===== config.mk =====
export PLATFORM = sky130hd
export DESIGN_NAME = sequenciador_bcd_ascii
export DESIGN_NICKNAME = d
export VERILOG_FILES = /design/src/rtl/sequenciador_bcd_ascii_pkg.sv /design/src/rtl/sequenciador_bcd_ascii_conversor.sv /design/src/rtl/sequenciador_bcd_ascii.sv
export SDC_FILE = /design/constraint.sdc
export NUM_CORES = 1
export LEC_CHECK = 0
export ABC_AREA = 1
export BUFFER_PORTS_ARGS = -buffer_cell sky130_fd_sc_hd__buf_2
export CORE_MARGIN = 4
export CORE_UTILIZATION = 35
export CTS_CLUSTER_SIZE = 25
export DETAILED_ROUTE_END_ITERATION = 10
export GPL_ROUTABILITY_DRIVEN = 0
export SLEW_MARGIN = 20
export SYNTH_ARGS = -nofsm -noshare
export SYNTH_HDL_FRONTEND = slang
export SYNTH_SLANG_ARGS = --single-unit

===== constraint.sdc =====
create_clock -name clock -period 1.8 [get_ports clock]
set_input_delay 0.18 -clock clock [delete_from_list [all_inputs] [get_ports clock]]
set_output_delay 0.18 -clock clock [all_outputs]
set_load 0.01 [all_outputs]

===== src/rtl/sequenciador_bcd_ascii_pkg.sv =====
// Shared definitions for the BCD-to-ASCII transmit sequencer: state encoding,
// saturation limit and the double-dabble step used by the converter.
package sequenciador_bcd_ascii_pkg;

  typedef enum logic [3:0] {
    INICIAL        = 4'd0,
    CONVERTE       = 4'd1,
    ENVIA_DEZENA   = 4'd2,
    ESPERA_DEZENA  = 4'd3,
    ENVIA_UNIDADE  = 4'd4,
    ESPERA_UNIDADE = 4'd5,
    FINAL          = 4'd6
  } estado_t;

  localparam logic [7:0] VALOR_MAXIMO = 8'd99;
  localparam int         N_ITERACOES  = 8;

  function automatic logic [7:0] satura(input logic [7:0] v);
    return (v > VALOR_MAXIMO) ? VALOR_MAXIMO : v;
  endfunction

  // One double-dabble iteration on {tens, units, binary}: adjust, then shift.
  function automatic logic [15:0] passo_dabble(input logic [15:0] r);
    logic [15:0] t;
    t = r;
    if (t[11:8] >= 4'd5)  t[11:8]  = t[11:8] + 4'd3;
    if (t[15:12] >= 4'd5) t[15:12] = t[15:12] + 4'd3;
    return {t[14:0], 1'b0};
  endfunction

endpackage


===== src/rtl/sequenciador_bcd_ascii_conversor.sv =====
// Sequential 8-bit binary to two-digit packed BCD converter (double-dabble),
// one iteration per clock; bcd is published only when the last iteration ends.
module conversor_bin_bcd
  import sequenciador_bcd_ascii_pkg::*;
(
  input  logic       clock,
  input  logic       reset,
  input  logic       converte,
  input  logic [7:0] bin,
  output logic [7:0] bcd,
  output logic       fim
);

  logic [15:0] registro;
  logic [15:0] proximo;
  logic [2:0]  contador;
  logic        ativo;

  assign proximo = passo_dabble(registro);
  assign fim     = ativo && (contador == 3'(N_ITERACOES - 1));

  always_ff @(posedge clock or negedge reset) begin
    if (!reset) begin
      ativo    <= 1'b0;
      contador <= 3'd0;
      bcd      <= 8'h00;
    end else if (converte) begin
      ativo    <= 1'b1;
      contador <= 3'd0;
    end else if (ativo) begin
      contador <= contador + 3'd1;
      if (fim) begin
        ativo <= 1'b0;
        bcd   <= proximo[15:8];
      end
    end
  end

  // Datapath shift register carries no reset; it is always loaded before use.
  always_ff @(posedge clock) begin
    if (converte)   registro <= {8'h00, bin};
    else if (ativo) registro <= proximo;
  end

endmodule


===== src/rtl/sequenciador_bcd_ascii.sv =====
// Upstream controller: latches and saturates a measurement, converts it to BCD
// and drives the serial transmitter through the tens and units characters.
module sequenciador_bcd_ascii
  import sequenciador_bcd_ascii_pkg::*;
#(
  parameter bit ENVIA_ZERO_DEZENA = 1'b1
) (
  input  logic       clock,
  input  logic       reset,
  input  logic       iniciar,
  input  logic [7:0] valor,
  input  logic       pronto_transmissao_bcd,
  output logic [7:0] bcd,
  output logic       seletor_valor,
  output logic       inicio_transmissao_bcd,
  output logic       ocupado,
  output logic       pronto,
  output logic [3:0] db_estado
);

  estado_t estado;
  logic    aceita;
  logic    fim;
  logic    dezena_zero;
  logic    pronto_tx_r;

  assign aceita    = (estado == INICIAL) && iniciar;
  assign db_estado = estado;

  conversor_bin_bcd u_conversor (
    .clock    (clock),
    .reset    (reset),
    .converte (aceita),
    .bin      (satura(valor)),
    .bcd      (bcd),
    .fim      (fim)
  );

  always_ff @(posedge clock or negedge reset) begin
    if (!reset) begin
      estado                 <= INICIAL;
      seletor_valor          <= 1'b0;
      inicio_transmissao_bcd <= 1'b0;
      ocupado                <= 1'b0;
      pronto                 <= 1'b0;
      dezena_zero            <= 1'b0;
      pronto_tx_r            <= 1'b0;
    end else begin
      inicio_transmissao_bcd <= 1'b0;
      pronto                 <= 1'b0;
      // Transmitter handshake is retimed, and only accepted while waiting.
      pronto_tx_r <= pronto_transmissao_bcd &&
                     (estado == ESPERA_DEZENA || estado == ESPERA_UNIDADE);
      case (estado)
        INICIAL: if (iniciar) begin
          estado      <= CONVERTE;
          ocupado     <= 1'b1;
          dezena_zero <= (satura(valor) < 8'd10);
        end
        CONVERTE: if (fim) begin
          inicio_transmissao_bcd <= 1'b1;
          if (!ENVIA_ZERO_DEZENA && dezena_zero) begin
            estado        <= ENVIA_UNIDADE;
            seletor_valor <= 1'b0;
          end else begin
            estado        <= ENVIA_DEZENA;
            seletor_valor <= 1'b1;
          end
        end
        ENVIA_DEZENA: estado <= ESPERA_DEZENA;
        ESPERA_DEZENA: if (pronto_tx_r) begin
          estado                 <= ENVIA_UNIDADE;
          seletor_valor          <= 1'b0;
          inicio_transmissao_bcd <= 1'b1;
        end
        ENVIA_UNIDADE: estado <= ESPERA_UNIDADE;
        ESPERA_UNIDADE: if (pronto_tx_r) begin
          estado <= FINAL;
          pronto <= 1'b1;
        end
        FINAL: begin
          estado  <= INICIAL;
          ocupado <= 1'b0;
        end
        default: estado <= INICIAL;
      endcase
    end
  end

endmodule


---- Yosys cells after proc, flatten, opt, wreduce, memory -nomap -nowiden ----
Index checks and enable logic that the tools add are counted.
Widths: inputs -> output; s select.
storage, ports and cells
  flip-flop bits (word level) ............. 37
  output and inout bits ................... 16
  logic and storage cells ................. 65
operators by class
  add/subtract/negate cells ............... 3
  magnitude comparators ................... 3
  equal/unequal tests ..................... 11
  mux-type cells .......................... 24
  bitwise logic cells ..................... 1
  reductions and logical operators ........ 12
operator list
  kind                 count
  $mux 8               3
  $pmux 4 s6           1
  $mux 4               5
  $eq 4x3->1 const B   3
  $mux 1               9
  $mux 3               3
  $eq 4x2->1 const B   2
  $ge 4x3->1 const B   2
  $gt 8x7->1 const B   1
  $ne 2x2->1 const B   4
  $pmux 1 s2           3
  $reduce_and 3->1     2
  $reduce_bool 2->1    3
  $add 4x2->4 const B  1
  $eq 4x1->1 const B   1
  $logic_not 4->1      1
  $reduce_and 4->1     1
  $add 3x1->3 const B  1
  $add 3x2->3 const B  1
  $eq 3x3->1 const B   1
  $logic_and 1x1->1    3
  $reduce_and 2->1     1
  $logic_or 1x1->1     1
  $not 1->1            1

---- Longest topological paths before layout ----
Gate-level depths: netlist of run 1.
  depth in word-level cells ............... 5
  depth in mapped cells ................... 9
  depth with buffers taken out ............ 9

---- Hierarchy ----
A second synthesis of run 1 with hierarchy kept.
unflattened totals
  cells, all modules ...................... 210
  area, all modules ....................... 1,776.7 µm²
by module, submodules not included
  module                  times used  cells each  area each (µm²)
  conversor_bin_bcd       1           145         1,285.0
  sequenciador_bcd_ascii  1           65          491.7

---- Worst setup path before layout of run 1 ----
OpenSTA, ideal clock, no wires.
  path type ............................... register to register
  from .................................... reg estado[1], in the netlist db_estado[1]
  to ...................................... reg u_conversor.registro[6] (data pin)
  library setup time ...................... 255 ps
  arrival time ............................ 1,136 ps
  data required time ...................... 1,545 ps
  path slack .............................. 408 ps
  stages on the path, launching flop included .. 7
  period minus slack after synthesis ...... 1,392 ps
  cells stage by stage .................... dfrtp_1 -> buf_6 -> nor2_8 -> nand3_4 -> buf_4 -> nand2_1 -> o21ai_2
between the ends
  longest elaborated chain between the ends .. 3
ends and longest elaborated chain
  item                      RTL line                                source
  start: declaration        sequenciador_bcd_ascii.sv:21            estado_t estado;
  start signal: assignment  sequenciador_bcd_ascii.sv:41            estado <= INICIAL;
  start signal: assignment  sequenciador_bcd_ascii.sv:56            estado <= CONVERTE;
  start signal: assignment  sequenciador_bcd_ascii.sv:63            estado <= ENVIA_UNIDADE;
  $logic_not 4->1           sequenciador_bcd_ascii.sv:27            assign aceita = (estado == INICIAL) && iniciar;
  $logic_and 1x1->1         sequenciador_bcd_ascii.sv:27
  $mux 8                    sequenciador_bcd_ascii_conversor.sv:41  if (converte) registro <= {8'h00, bin};
  end signal: assignment    sequenciador_bcd_ascii_conversor.sv:41
  end signal: assignment    sequenciador_bcd_ascii_conversor.sv:42  else if (ativo) registro <= proximo;
  end: declaration          sequenciador_bcd_ascii_conversor.sv:14  logic [15:0] registro;
No other way between the ends.
A chain may end at the register's enable or synchronous reset.

---- Worst setup path after layout of run 1 ----
  from .................................... reg estado[1], in the netlist db_estado[1]
  to ...................................... reg u_conversor.registro[1] (data pin)
The elaborated chain is that of the path after synthesis.

==> results of run 1 <==
==> stage by stage <==
step	utilization [%]	std cells	worst slack [ns]	power, mW	hold WS [ns]
after floorplan	-	226	0.408	2.61	-0.116
after global placement	39.3	316	0.271	2.94	0.160
after CTS	41.5	325	0.229	3.61	0.132
after detailed placement	39.3	316	0.244	2.97	0.166
after global routing	41.5	325	0.105	3.91	0.132
final	41.5	325	0.228	3.55	0.140
==> path summary, 6_finish.rpt <==
path | to | slack [ns] | depth (start not counted)
max | u_conversor.registro[1]$_DFFE_PP_ | 0.23 | 6
min | pronto_tx_r$_DFF_PN0_ | 0.14 | 2
max reg2reg | u_conversor.registro[1]$_DFFE_PP_ | 0.23 | 6
min reg2reg | u_conversor.bcd[7]$_DFFE_PN0P_ | 0.48 | 2
max in group asynchronous | u_conversor.bcd[3]$_DFFE_PN0P_ | 1.11 | 2
min in group asynchronous | u_conversor.contador[2]$_DFFE_PN0P_ | 0.37 | 2
==> critical path, delay by kind of cell (launching register included) <==
kind	cells	cell delay, ns
buf+inv	1	0.17
flops	1	0.52
simple gates	5	0.64
==> layout by cell type, fill, tap and decap left out <==
cell type	n
sky130_fd_sc_hd__o22ai_1	2
sky130_fd_sc_hd__o21ai_0	12
sky130_fd_sc_hd__a21boi_0	1
sky130_fd_sc_hd__edfxtp_1	8
sky130_fd_sc_hd__nand4_1	4
sky130_fd_sc_hd__ha_1	6
sky130_fd_sc_hd__o21ai_1	3
sky130_fd_sc_hd__dfxtp_1	8
sky130_fd_sc_hd__nor2_1	9
sky130_fd_sc_hd__nor2_2	1
sky130_fd_sc_hd__nor3_1	1
sky130_fd_sc_hd__dlygate4sd3_1	1
sky130_fd_sc_hd__clkbuf_1	1
sky130_fd_sc_hd__dfrtp_1	20
sky130_fd_sc_hd__xor2_1	1
sky130_fd_sc_hd__nand3_4	1
sky130_fd_sc_hd__inv_2	2
sky130_fd_sc_hd__nand2_1	83
sky130_fd_sc_hd__conb_1	1
sky130_fd_sc_hd__nand3b_1	2
sky130_fd_sc_hd__nor2_8	1
sky130_fd_sc_hd__clkbuf_8	7
sky130_fd_sc_hd__nand2_4	3
sky130_fd_sc_hd__o21ai_2	4
sky130_fd_sc_hd__inv_1	32
sky130_fd_sc_hd__nand3_1	14
sky130_fd_sc_hd__a21oi_1	1
sky130_fd_sc_hd__buf_2	26
==> repair_timing <==
item / 4_1_cts / 5_1_grt
endpoints found under the setup margin: 0 / 0
gates resized for setup: 0 / 0
hold endpoints to repair: 20 / 0
setup buffers: 0 / 0
hold buffers: 1 / 0
==> flip-flops by register name (all words and copies together) (netlist names) <==
| name | cells |
|---|---|
| u_conversor.registro | 16 |
| u_conversor.bcd | 8 |
| db_estado | 3 |
| u_conversor.contador | 3 |
| inicio_transmissao_bcd | 1 |
| ocupado | 1 |
| pronto | 1 |
| pronto_tx_r | 1 |
| seletor_valor | 1 |
| u_conversor.ativo | 1 |
==> routing by layer <==
layer	GRT usage, %	wire, um	vias to the layer above
li1	-	-	767
met1	15.0	1660	659
met2	17.4	1480	28
met3	3.36	154	4
met4	4.05	25	0
met5	0	0	-
==> kinds of logic after synthesis <==
logic type	synth area share, %
buf+inv	9.66
simple gates	29.3
other cells	0.204
xor+xnor	0.476
flops	49.0
fa+ha+maj	4.08
compound gates	7.35
==> cells in the mapped netlist, drive strengths merged <==
| cell | count | area share, % |
|---|---|---|
| o21ai | 19 | 6.0 |
| a21boi | 1 | 0.41 |
| nor2 | 11 | 3.3 |
| nor3 | 1 | 0.27 |
| nand2 | 86 | 19 |
| xor2 | 1 | 0.48 |
| o22ai | 2 | 0.68 |
| inv | 34 | 6.9 |
| nand3 | 15 | 4.8 |
| conb | 1 | 0.20 |
| buf | 6 | 2.7 |
| a21oi | 1 | 0.27 |
| dfrtp | 20 | 27 |
| dfxtp | 8 | 8.7 |
| nand4 | 4 | 1.4 |
| edfxtp | 8 | 13 |
| ha | 6 | 4.1 |
| nand3b | 2 | 0.82 |
==> area by class of cell <==
class                   count  area [um2]  area share [%]
clock buffers               8         100            4.73
inverters                  34         128            6.03
multi-input cells         150         761            35.9
flip-flops and latches     36         901            42.6
well taps                  70        87.6            4.14
repair buffers             27         140            6.62
==> power by group through the flow <==
| stage | Combinational [mW] | Sequential (mW) | Clock [mW] |
|---|---|---|---|
| final | 1.47 | 1.46 | 0.620 |
| after global routing | 1.71 | 1.52 | 0.678 |
| after CTS | 1.50 | 1.47 | 0.643 |
| after detailed placement | 1.49 | 1.48 | 0 |
| after global placement | 1.47 | 1.47 | 0 |
| after floorplan | 1.17 | 1.43 | 0 |
==> impl_summary.txt, run 1 <==
----------------------------------------------------
[Global route]
  Number of antenna violations at the first check in global routing ... 0
  Global-route total usage across every layer ... between 10% and 20%
  Wire length of the first global-routing pass ... between 5000 and 6000 um
  Total gr overflow ... 0
  Maximum number of pins on one net before global-route repair ... 21
  Number of global-route vias before repair ... 1330

[Clocking]
  Clock root buffer ... sky130_fd_sc_hd__clkbuf_8
  Number of buffers created by CTS ... 5
  TritonCTS clock tree ... yes
  Clock transition at the registers of the reported paths ... about 0.07 ns
  # clock sinks ... 36
  Insertion delay to the later sink of the worst-skew pair ... 0.28 ns
  Maximum number of buffers from clock root to sink ... 2
  H-tree depth reported by CTS ... 2

[Power]
  Switching fraction of total power ... roughly two fifths
  Share of total power in sequential cells ... between 40 and 50%
  Static power due to leakage ... 1.16 nW
  Peak ir drop on the vdd network ... just under 0.0006 V
  Combinational group share of total power ... about two fifths
  Share of power burned in the clock network ... between 15 and 20%
  Switch Pwr ... around 1.4 mW
  Power per unit of standard cell area ... between 1500 and 2000 mW/mm2
  Internal portion of total power ... 2.12 mW

[Worst setup path]
  Stage delay of the slowest cell on the critical path ... between 0.5 and 0.6 ns
  Critical Path Source ... db_estado[1]$_DFFE_PN0P_
  Endpoint type of the worst setup path ... register
  Startpoint kind of the worst setup timing path ... register
  Critical Path Most Common Cell ... sky130_fd_sc_hd__nor2_1
  Type of the setup path with the least slack ... reg -> reg
  Cell breakdown of the critical path ... nor2_8 -> nand3_4 -> inv_2 -> nand2_1 -> nor2_1 -> nor2_1
  Worst path arrival time ... 1.61 ns
  Critical-path maximum fanout ... 19
  Required time of the critical path ... around 1.8 ns
  Crit Reg-Reg Startpoint ... db_estado[1]$_DFFE_PN0P_
  Critical path's slowest cell ... sky130_fd_sc_hd__dfrtp_1

[Routing]
  Average routed wire per standard cell ... 10.2 um
  DR vias/cell ... roughly 4.5
  Detailed-route DRC error count ... 0
  Detailed-routing iteration count for the pre-antenna-repair pass ... 4
  Final ANT Viol Nets ... 0
  Post-Route WL ... ~3300 um
  Violation count after the first detailed-route iteration ... about 150
  Via count ... 1458

[Worst hold path]
  Hold wc startpoint ... pronto_transmissao_bcd
  Class of the tightest hold or removal check ... in -> reg

[Logic synthesis]
  Sequential share of the synthesized area ... 49.0%
  Register bit total from synthesis ... 36
  Nets in the synthesized netlist ... between 200 and 250
  Warning count from the yosys run ... 0
  Distinct cell type count of the synthesized netlist ... 27
  Cells after Synth ... roughly 230
  Mapped Avg Cell Area ... ~8.1 um2
  Cell Area, Synth ... around 0.0018 mm2

[Placement]
  # port buffers ... 26
  Cell area after placement ... around 0.002 mm2
  Placed wire-length estimate after detailed placement ... 2510 um

[Outcome]
  Result of the run ... finished, final reports clean

[Floorplanning]
  Horiz. Die Dim ... 80.5 um
  Core box area ... 0.00511 mm2
  Number of top-level design ports ... 28
  Die boundary height ... 80.5 um
  Starting density of the core ... a little over a third
  Die Area ... 0.00648 mm2
  Number of core rows ... 26

[Timing]
  Peak clock frequency supported by timing ... around 640 MHz
  Fraction of the cycle the final worst path needs ... between 80 and 90%
  Count of endpoints failing hold in the final timing report ... 0
  Worst Clk Skew ... 0.00454 ns
  Number of pins with negative max-slew slack in the final report ... 0
  Min Tclk post-route ... roughly 1.6 ns
  RSZ-0062 raised after global routing ... false
  Accumulated negative setup slack ... 0 ns
  Setup-violating endpoint count in the final report ... 0

[Finish]
  Final standard cell area without fillers ... 0.00212 mm2
  Number of nets in the finished design ... 272
  Layout overhead on the synthesized area ... 15.1%
  Ant diodes ... 0
  # fillers ... around 540
  Layout cells sized above 1 ... 17.6%

[Run]
  Max capacitance violation total ... 0

----------------------------------------------------
Note: power is estimated with default switching activity, not from simulation.
==> run 2: changes to the inputs <==
--- a/config.mk
+++ b/config.mk
@@ -5,7 +5,6 @@
 export SDC_FILE = /design/constraint.sdc
 export NUM_CORES = 1
 export LEC_CHECK = 0
-export ABC_AREA = 1
 export BUFFER_PORTS_ARGS = -buffer_cell sky130_fd_sc_hd__buf_2
 export CORE_MARGIN = 4
 export CORE_UTILIZATION = 35
==> impl_summary.txt, run 2 <==
----------------------------------------------------
[Timing]
  RSZ-0062 raised after global routing ... false
  Number of pins with negative max-slew slack in the final report ... 0 (unchanged)
  Accumulated negative setup slack ... 0 ns (unchanged)
  Fraction of the cycle the final worst path needs ... 89.7% (+2.4 points)
  Count of endpoints failing hold in the final timing report ... 0 (unchanged)
  Worst Clk Skew ... 0.00838 ns (+0.00384 ns)
  Min Tclk post-route ... 1.61 ns (+0.0423 ns)
  Peak clock frequency supported by timing ... 620 MHz (-2.6%)
  Setup-violating endpoint count in the final report ... 0 (unchanged)

[Worst setup path]
  Type of the setup path with the least slack ... reg -> reg
  Reg2reg setup slack ... 0.19 ns (-0.04 ns)
  Family with the most delay on the worst path ... simple AND/OR/NAND/NOR gates
  Worst path arrival time ... 1.80 ns (+0.19 ns)
  Required time of the critical path ... 1.98 ns (+0.14 ns)
  Endpoint type of the worst setup path ... register
  Critical path's slowest cell ... sky130_fd_sc_hd__or4b_4
  Critical-path maximum fanout ... 16 (-3)
  Levels on crit path ... 3 (-3)
  R2R cell count ... 3 (-3)
  Crit Reg-Reg Startpoint ... db_estado[1]$_DFFE_PN0P_
  Critical Path Source ... db_estado[1]$_DFFE_PN0P_
  Startpoint kind of the worst setup timing path ... register
  CP endpoint ... u_conversor.bcd[0]$_DFFE_PN0P_
  Stage delay of the slowest cell on the critical path ... 0.66 ns (+0.14 ns)
  Cell breakdown of the critical path ... or4b_4 -> nand3_2 -> mux2_2
  Buffering stage count on the worst path with inverters included ... 0 (-1)
  Capture instance of the worst register-to-register path ... u_conversor.bcd[0]$_DFFE_PN0P_

[Power]
  Static power due to leakage ... 0.900 nW (-22%)
  Power per unit of standard cell area ... 1690 mW/mm2 (+1.0%)
  Total power ... 3.49 mW (-1.9%)
  Peak ir drop on the vdd network ... 0.000715 V (+20%)

[Logic synthesis]
  Register bit total from synthesis ... 36 (unchanged)
  Multiplexer area fraction after synthesis ... 3.04% (+3.0 points)
  Sequential share of the synthesized area ... 52.1% (+3.1 points)
  Most frequently used cell type in the post-synthesis netlist ... sky130_fd_sc_hd__nand2_1
  Post-synth top area cell ... sky130_fd_sc_hd__dfrtp_1
  Nets in the synthesized netlist ... 195 (-20%)
  Share of the synthesized area in compound gates (AO/OA/AOI/OAI) ... 16.7% (+9.4 points)
  Most common library cells after synthesis ... sky130_fd_sc_hd__nand2_1 (26), sky130_fd_sc_hd__o21ai_0 (24), sky130_fd_sc_hd__dfrtp_1 (20)
  FFs w/ async S/R, synth ... 55.6% (unchanged)
  Adder and majority cell fraction of the synthesized area ... 4.92% (+0.84 points)
  Cell Area, Synth ... 0.00173 mm2 (-6.0%)
  Cells after Synth ... 177 (-22%)
  Number of enable flip-flop cells after synthesis ... 8 (unchanged)
  Distinct cell type count of the synthesized netlist ... 34 (+26%)
  Dominant combinational cell family by area after synthesis ... compound AO/OA/AOI/OAI gates
  Mapped Avg Cell Area ... 9.77 um2 (+20%)
  Simple-gate share of the synthesized area ... 16.4% (-13 points)
  Leading post-synthesis cells by cell area ... sky130_fd_sc_hd__dfrtp_1 (29%), sky130_fd_sc_hd__edfxtp_1 (14%), sky130_fd_sc_hd__dfxtp_1 (9.3%), sky130_fd_sc_hd__o21ai_0 (6.9%), sky130_fd_sc_hd__nand2_1 (5.6%)
  Area share of the largest cell type after synthesis ... 28.9% (+1.7 points)
  Most used DFF post-synth ... sky130_fd_sc_hd__dfrtp_1
  Synthesized-area fraction occupied by xor and xnor cells ... 1.52% (+1.0 points)
  Warning count from the yosys run ... 0 (unchanged)

[Floorplanning]
  Number of top-level design ports ... 28 (unchanged)
  Number of core rows ... 25 (-3.8%)
  Starting density of the core ... 36.4% (+0.36 points)
  Core box area ... 0.00475 mm2 (-6.9%)
  Horiz. Die Dim ... 78.3 um (-2.7%)
  Die boundary height ... 78.3 um (-2.7%)
  Die Area ... 0.00613 mm2 (-5.4%)

[Global route]
  Global-route total usage across every layer ... 11.4% (+0.10 points)
  Number of global-route vias before repair ... 1242 (-6.6%)
  Maximum number of pins on one net before global-route repair ... 21 (unchanged)
  Wire length of the first global-routing pass ... 5530 um (-3.7%)
  Total gr overflow ... 0 (unchanged)
  Number of antenna violations at the first check in global routing ... 0 (unchanged)

[Clocking]
  Quantity of gates resized following cts ... 0 (unchanged)
  Clock root buffer ... sky130_fd_sc_hd__clkbuf_8
  Maximum number of buffers from clock root to sink ... 2 (unchanged)
  Setup bufs post-CTS ... 0 (unchanged)
  Clock transition at the registers of the reported paths ... 0.08 ns (about the same)
  Number of buffers created by CTS ... 5 (unchanged)
  H-tree depth reported by CTS ... 2 (unchanged)
  TritonCTS clock tree ... yes
  # clock sinks ... 36 (unchanged)
  Insertion delay to the later sink of the worst-skew pair ... 0.29 ns (about the same)
  Post-CTS Hold Buffers ... 1 (unchanged)

[Finish]
  Ant diodes ... 0 (unchanged)
  Register with the highest flop count ... u_conversor.registro
  Number of nets in the finished design ... 227 (-17%)
  Layout cells sized above 1 ... 22.9% (+5.2 points)
  Registers with the most flip-flops ... u_conversor.registro x16, u_conversor.bcd x8
  Leading cell types in the layout, fill and taps excluded ... sky130_fd_sc_hd__buf_2 (26), sky130_fd_sc_hd__nand2_1 (25), sky130_fd_sc_hd__o21ai_0 (24), sky130_fd_sc_hd__dfrtp_1 (20), sky130_fd_sc_hd__nor2_1 (14)
  Most common cell after layout, fill and taps aside ... sky130_fd_sc_hd__buf_2
  Final standard cell area without fillers ... 0.00206 mm2 (-2.8%)
  Layout overhead on the synthesized area ... 19.0%
  Number of flip-flops under the largest register name ... 16 (unchanged)
  # fillers ... 483 (-11%)

[Run]
  Max capacitance violation total ... 0 (unchanged)

[Routing]
  Via count ... 1285 (-12%)
  Violation count after the first detailed-route iteration ... 26 (-83%)
  DR vias/cell ... 4.64 (+3.4%)
  Detailed-routing iteration count for the pre-antenna-repair pass ... 4 (unchanged)
  Final ANT Viol Nets ... 0 (unchanged)
  Post-Route WL ... 3300 um (-0.48%)
  Detailed-route DRC error count ... 0 (unchanged)
  Average routed wire per standard cell ... 11.9 um (+17%)

[Placement]
  # port buffers ... 26 (unchanged)
  Placed wire-length estimate after detailed placement ... 2380 um (-5.2%)
  Cell area after placement ... 0.00194 mm2 (-3.6%)

[Worst hold path]
  Class of the tightest hold or removal check ... in -> reg
  Instance count along the most critical hold path ... 3 (+1)

[Outcome]
  Result of the run ... finished, final reports clean

----------------------------------------------------
## run 2: layout make-up
| type | instances | area (um2) | share of cell area, % |
|---|---|---|---|
| Inverter | 7 | 26.3 | 1.28 |
| Timing Repair Buffer | 34 | 193 | 9.37 |
| Sequential cell | 36 | 901 | 43.8 |
| Clock buffer | 5 | 68.8 | 3.35 |
| Multi-Input combinational cell | 125 | 742 | 36.1 |
| Clock inverter | 3 | 42.5 | 2.07 |
| Tap cell | 67 | 83.8 | 4.08 |
## run 2: metal layers
metal  up-vias  GRT usage, %  part of all wire [%]
li1        671             -                     -
met1       581          13.6                    46
met2        29          18.9                    48
met3         4          3.10                   5.6
met4         0          5.77                  0.91
met5         -             0                     0
## run 2: through the flow
| stage | worst slack (ns) | cells | hold WS [ns] | util, % |
|---|---|---|---|---|
| after floorplan | 0.0282 | 177 | -0.116 | - |
| after global placement | 0.216 | 268 | 0.165 | 40.7 |
| after detailed placement | 0.180 | 268 | 0.168 | 40.7 |
| after CTS | 0.179 | 277 | 0.0923 | 43.3 |
| after global routing | 0.133 | 277 | 0.113 | 43.3 |
| final | 0.186 | 277 | 0.103 | 43.3 |
## run 2: worst min path at each step
stage	from	endpoint	slack (ns)
final	pronto_transmissao_bcd	pronto_tx_r$_DFF_PN0_	0.10
after global routing	pronto_transmissao_bcd	pronto_tx_r$_DFF_PN0_	0.11
after CTS	pronto_transmissao_bcd	pronto_tx_r$_DFF_PN0_	0.09
after detailed placement	reset	u_conversor.bcd[3]$_DFFE_PN0P_	0.17
after global placement	reset	u_conversor.bcd[3]$_DFFE_PN0P_	0.16
after floorplan	reset	db_estado[0]$_DFFE_PN0P_	-0.12
## run 2: power breakdown
part | total [mW] | switching, mW | internal [mW]
combinational | 1.37 | 0.754 | 0.621
clock | 0.710 | 0.300 | 0.410
sequential | 1.40 | 0.204 | 1.20
total | 3.49 | 1.26 | 2.23
## run 2: cell families after synthesis
kind of cell,Yosys count
buffers and inverters,16
AOI/OAI and AO/OA,49
muxes,5
adders and majority gates,7
xor gates and xnor gates,3
DFF,36
other,1
and+or+nand+nor,60
## run 2: worst min-delay path: cells and delay by family
kind,cells,cell delay [ns]
buffers and inverters,1,0.09
AOI/OAI and AO/OA,1,0.03
and+or+nand+nor,1,0.05
==> run 3: changes to the inputs <==
--- a/config.mk
+++ b/config.mk
@@ -11,6 +11,7 @@
 export CTS_CLUSTER_SIZE = 25
 export DETAILED_ROUTE_END_ITERATION = 10
 export GPL_ROUTABILITY_DRIVEN = 0
+export REMOVE_ABC_BUFFERS = 1
 export SLEW_MARGIN = 20
 export SYNTH_ARGS = -nofsm -noshare
 export SYNTH_HDL_FRONTEND = slang
==> impl_summary.txt, run 3 (synthesis results as in run 2) <==
----------------------------------------------------
[Finish]
  Total area of multi-input combinational cells ... 739 um2 (-0.34%)
  Register with the highest flop count ... u_conversor.registro
  # fillers ... 502 (+3.9%)
  Number of nets in the finished design ... 227 (unchanged)
  Registers with the most flip-flops ... u_conversor.registro x16, u_conversor.bcd x8
  Leading cell types in the layout, fill and taps excluded ... sky130_fd_sc_hd__nand2_1 (26), sky130_fd_sc_hd__buf_2 (26), sky130_fd_sc_hd__o21ai_0 (24), sky130_fd_sc_hd__dfrtp_1 (20), sky130_fd_sc_hd__nor2_1 (14)
  Layout cells sized above 1 ... 22.4% (-0.48 points)
  Fin util ... 42.7% (-0.55 points)
  Sequential Area ... 901 um2 (unchanged)
  Ant diodes ... 0 (unchanged)
  Layout overhead on the synthesized area ... 17.4%
  Number of flip-flops under the largest register name ... 16 (unchanged)

[Floorplanning]
  Horiz. Die Dim ... 78.3 um (unchanged)
  Starting density of the core ... 36.4% (unchanged)
  Die Area ... 0.00613 mm2 (unchanged)
  Number of top-level design ports ... 28 (unchanged)
  Core box area ... 0.00475 mm2 (unchanged)
  Die boundary height ... 78.3 um (unchanged)
  Number of core rows ... 25 (unchanged)

[Worst setup path]
  Critical-path maximum fanout ... 16 (unchanged)
  R2R cell count ... 2 (-1)
  Startpoint kind of the worst setup timing path ... register
  Worst path arrival time ... 1.64 ns (-0.16 ns)
  Crit Reg-Reg Startpoint ... db_estado[1]$_DFFE_PN0P_
  CP endpoint ... u_conversor.registro[4]$_DFFE_PP_
  Required time of the critical path ... 1.77 ns (-0.21 ns)
  Reg2reg setup slack ... 0.13 ns (-0.06 ns)
  Critical Path Source ... db_estado[1]$_DFFE_PN0P_
  Type of the setup path with the least slack ... reg -> reg
  Endpoint type of the worst setup path ... register
  Capture instance of the worst register-to-register path ... u_conversor.registro[4]$_DFFE_PP_

[Timing]
  RSZ-0062 raised after global routing ... false
  Setup-violating endpoint count in the final report ... 0 (unchanged)
  Peak clock frequency supported by timing ... 597 MHz (-3.6%)
  Count of endpoints failing hold in the final timing report ... 0 (unchanged)
  Worst Clk Skew ... 0.00429 ns (-0.00409 ns)
  Number of pins with negative max-slew slack in the final report ... 0 (unchanged)
  Min Tclk post-route ... 1.67 ns (+0.0600 ns)
  Fraction of the cycle the final worst path needs ... 93.0% (+3.3 points)
  Min setup slack post-route ... 0.126 ns (-0.0600 ns)
  Worst Hold Margin ... 0.0975 ns (-0.00534 ns)

[Global route]
  Number of antenna violations at the first check in global routing ... 0 (unchanged)
  Number of global-route vias before repair ... 1284 (+3.4%)
  Global-route total usage across every layer ... 12.3% (+0.90 points)
  Total gr overflow ... 0 (unchanged)
  Wire length of the first global-routing pass ... 5910 um (+7.0%)
  Maximum number of pins on one net before global-route repair ... 21 (unchanged)

[Placement]
  # port buffers ... 26 (unchanged)
  Setup WS pre-CTS ... 0.124 ns (-0.0557 ns)
  Placed wire-length estimate after detailed placement ... 2380 um (about the same)

[Power]
  Internal portion of total power ... 2.09 mW (-6.3%)
  Share of power burned in the clock network ... 16.9% (-3.5 points)
  Switch Pwr ... 1.26 mW (+0.39%)
  Switching fraction of total power ... 37.7% (+1.6 points)
  Share of total power in sequential cells ... 42.0% (+1.8 points)
  Peak ir drop on the vdd network ... 0.000645 V (-9.8%)
  Total power ... 3.35 mW (-3.9%)
  Combinational group share of total power ... 41.1% (+1.7 points)
  Static power due to leakage ... 0.894 nW (-0.66%)
  Power per unit of standard cell area ... 1650 mW/mm2 (-2.6%)

[Outcome]
  Result of the run ... finished, final reports clean

[Routing]
  Final ANT Viol Nets ... 0 (unchanged)
  Post-Route WL ... 3350 um (+1.5%)
  Detailed-routed wire length on met2 ... 1600 um (+1.8%)
  Detailed-route DRC error count ... 0 (unchanged)
  Violation count after the first detailed-route iteration ... 69 (+170%)
  DR vias/cell ... 4.66 (+0.39%)
  Detailed-routing iteration count for the pre-antenna-repair pass ... 4 (unchanged)
  Length of routed met3 wiring ... 141 um (-23%)
  Post-Route M1 WL ... 1520 um (+0.46%)
  Via count ... 1290 (+0.39%)
  Average routed wire per standard cell ... 12.1 um (+1.5%)
  Top routing layer in use ... met4

[Clocking]
  Insertion delay to the later sink of the worst-skew pair ... 0.29 ns (about the same)
  TritonCTS clock tree ... yes
  Number of buffers created by CTS ... 5 (unchanged)
  Maximum number of buffers from clock root to sink ... 2 (unchanged)
  # clock sinks ... 36 (unchanged)
  Clock transition at the registers of the reported paths ... 0.07 ns (about the same)
  H-tree depth reported by CTS ... 2 (unchanged)
  Clock root buffer ... sky130_fd_sc_hd__clkbuf_8
  Quantity of gates resized following cts ... 0 (unchanged)

[Worst hold path]
  Class of the tightest hold or removal check ... in -> reg
  Instance count along the most critical hold path ... 3 (unchanged)

[Run]
  Max capacitance violation total ... 0 (unchanged)

----------------------------------------------------
-- run 3: layout make-up --
class	instances	share of cell area [%]
repair buffers	34	9.49
inverters	7	1.29
multi-input cells	125	36.4
flip-flops and latches	36	44.4
clock inverters	3	0.924
clock buffers	5	3.39
well taps	67	4.13
-- run 3: metal layers --
metal / track usage [%] / up-vias
met3: 3.44 / 8
met1: 15.0 / 589
met2: 19.7 / 20
met4: 6.82 / 0
met5: 0 / -
li1: - / 673
-- run 3: stage by stage --
step / setup TNS, ns / cell area, um2 / instances
CTS: 0 / 2030 / 277
floorplan: -0.0271 / 1670 / 168
global route: 0 / 2030 / 277
global placement: 0 / 1930 / 268
detailed placement: 0 / 1930 / 268
finish: 0 / 2030 / 277
-- run 3: how the worst min path moves through the flow --
stage / endpoint / slack (ns) / start
finish: pronto_tx_r$_DFF_PN0_ / 0.1 / pronto_transmissao_bcd
global route: pronto_tx_r$_DFF_PN0_ / 0.11 / pronto_transmissao_bcd
CTS: pronto_tx_r$_DFF_PN0_ / 0.09 / pronto_transmissao_bcd
detailed placement: u_conversor.bcd[3]$_DFFE_PN0P_ / 0.16 / reset
global placement: u_conversor.bcd[3]$_DFFE_PN0P_ / 0.16 / reset
floorplan: db_estado[0]$_DFFE_PN0P_ / -0.12 / reset
-- run 3: power groups by stage --
| stage | combinational, mW | clock (mW) | sequential (mW) |
|---|---|---|---|
| floorplan | 0.857 | 0 | 1.49 |
| global placement | 1.36 | 0 | 1.42 |
| detailed placement | 1.39 | 0 | 1.43 |
| CTS | 1.40 | 0.591 | 1.41 |
| global route | 1.58 | 0.623 | 1.46 |
| finish | 1.38 | 0.568 | 1.41 |
-- run 3: what timing repair did --
action | CTS | global route
setup buffers | 0 | 0
endpoints found under the setup margin | 0 | 0
hold buffers | 1 | 0
hold endpoints to repair | 20 | 0
-- run 3: critical path, stage by stage, from the launching register on --
cell and delay, ns:
sky130_fd_sc_hd__dfrtp_1 0.38, sky130_fd_sc_hd__or4b_4 0.66, sky130_fd_sc_hd__nand2_1 0.31
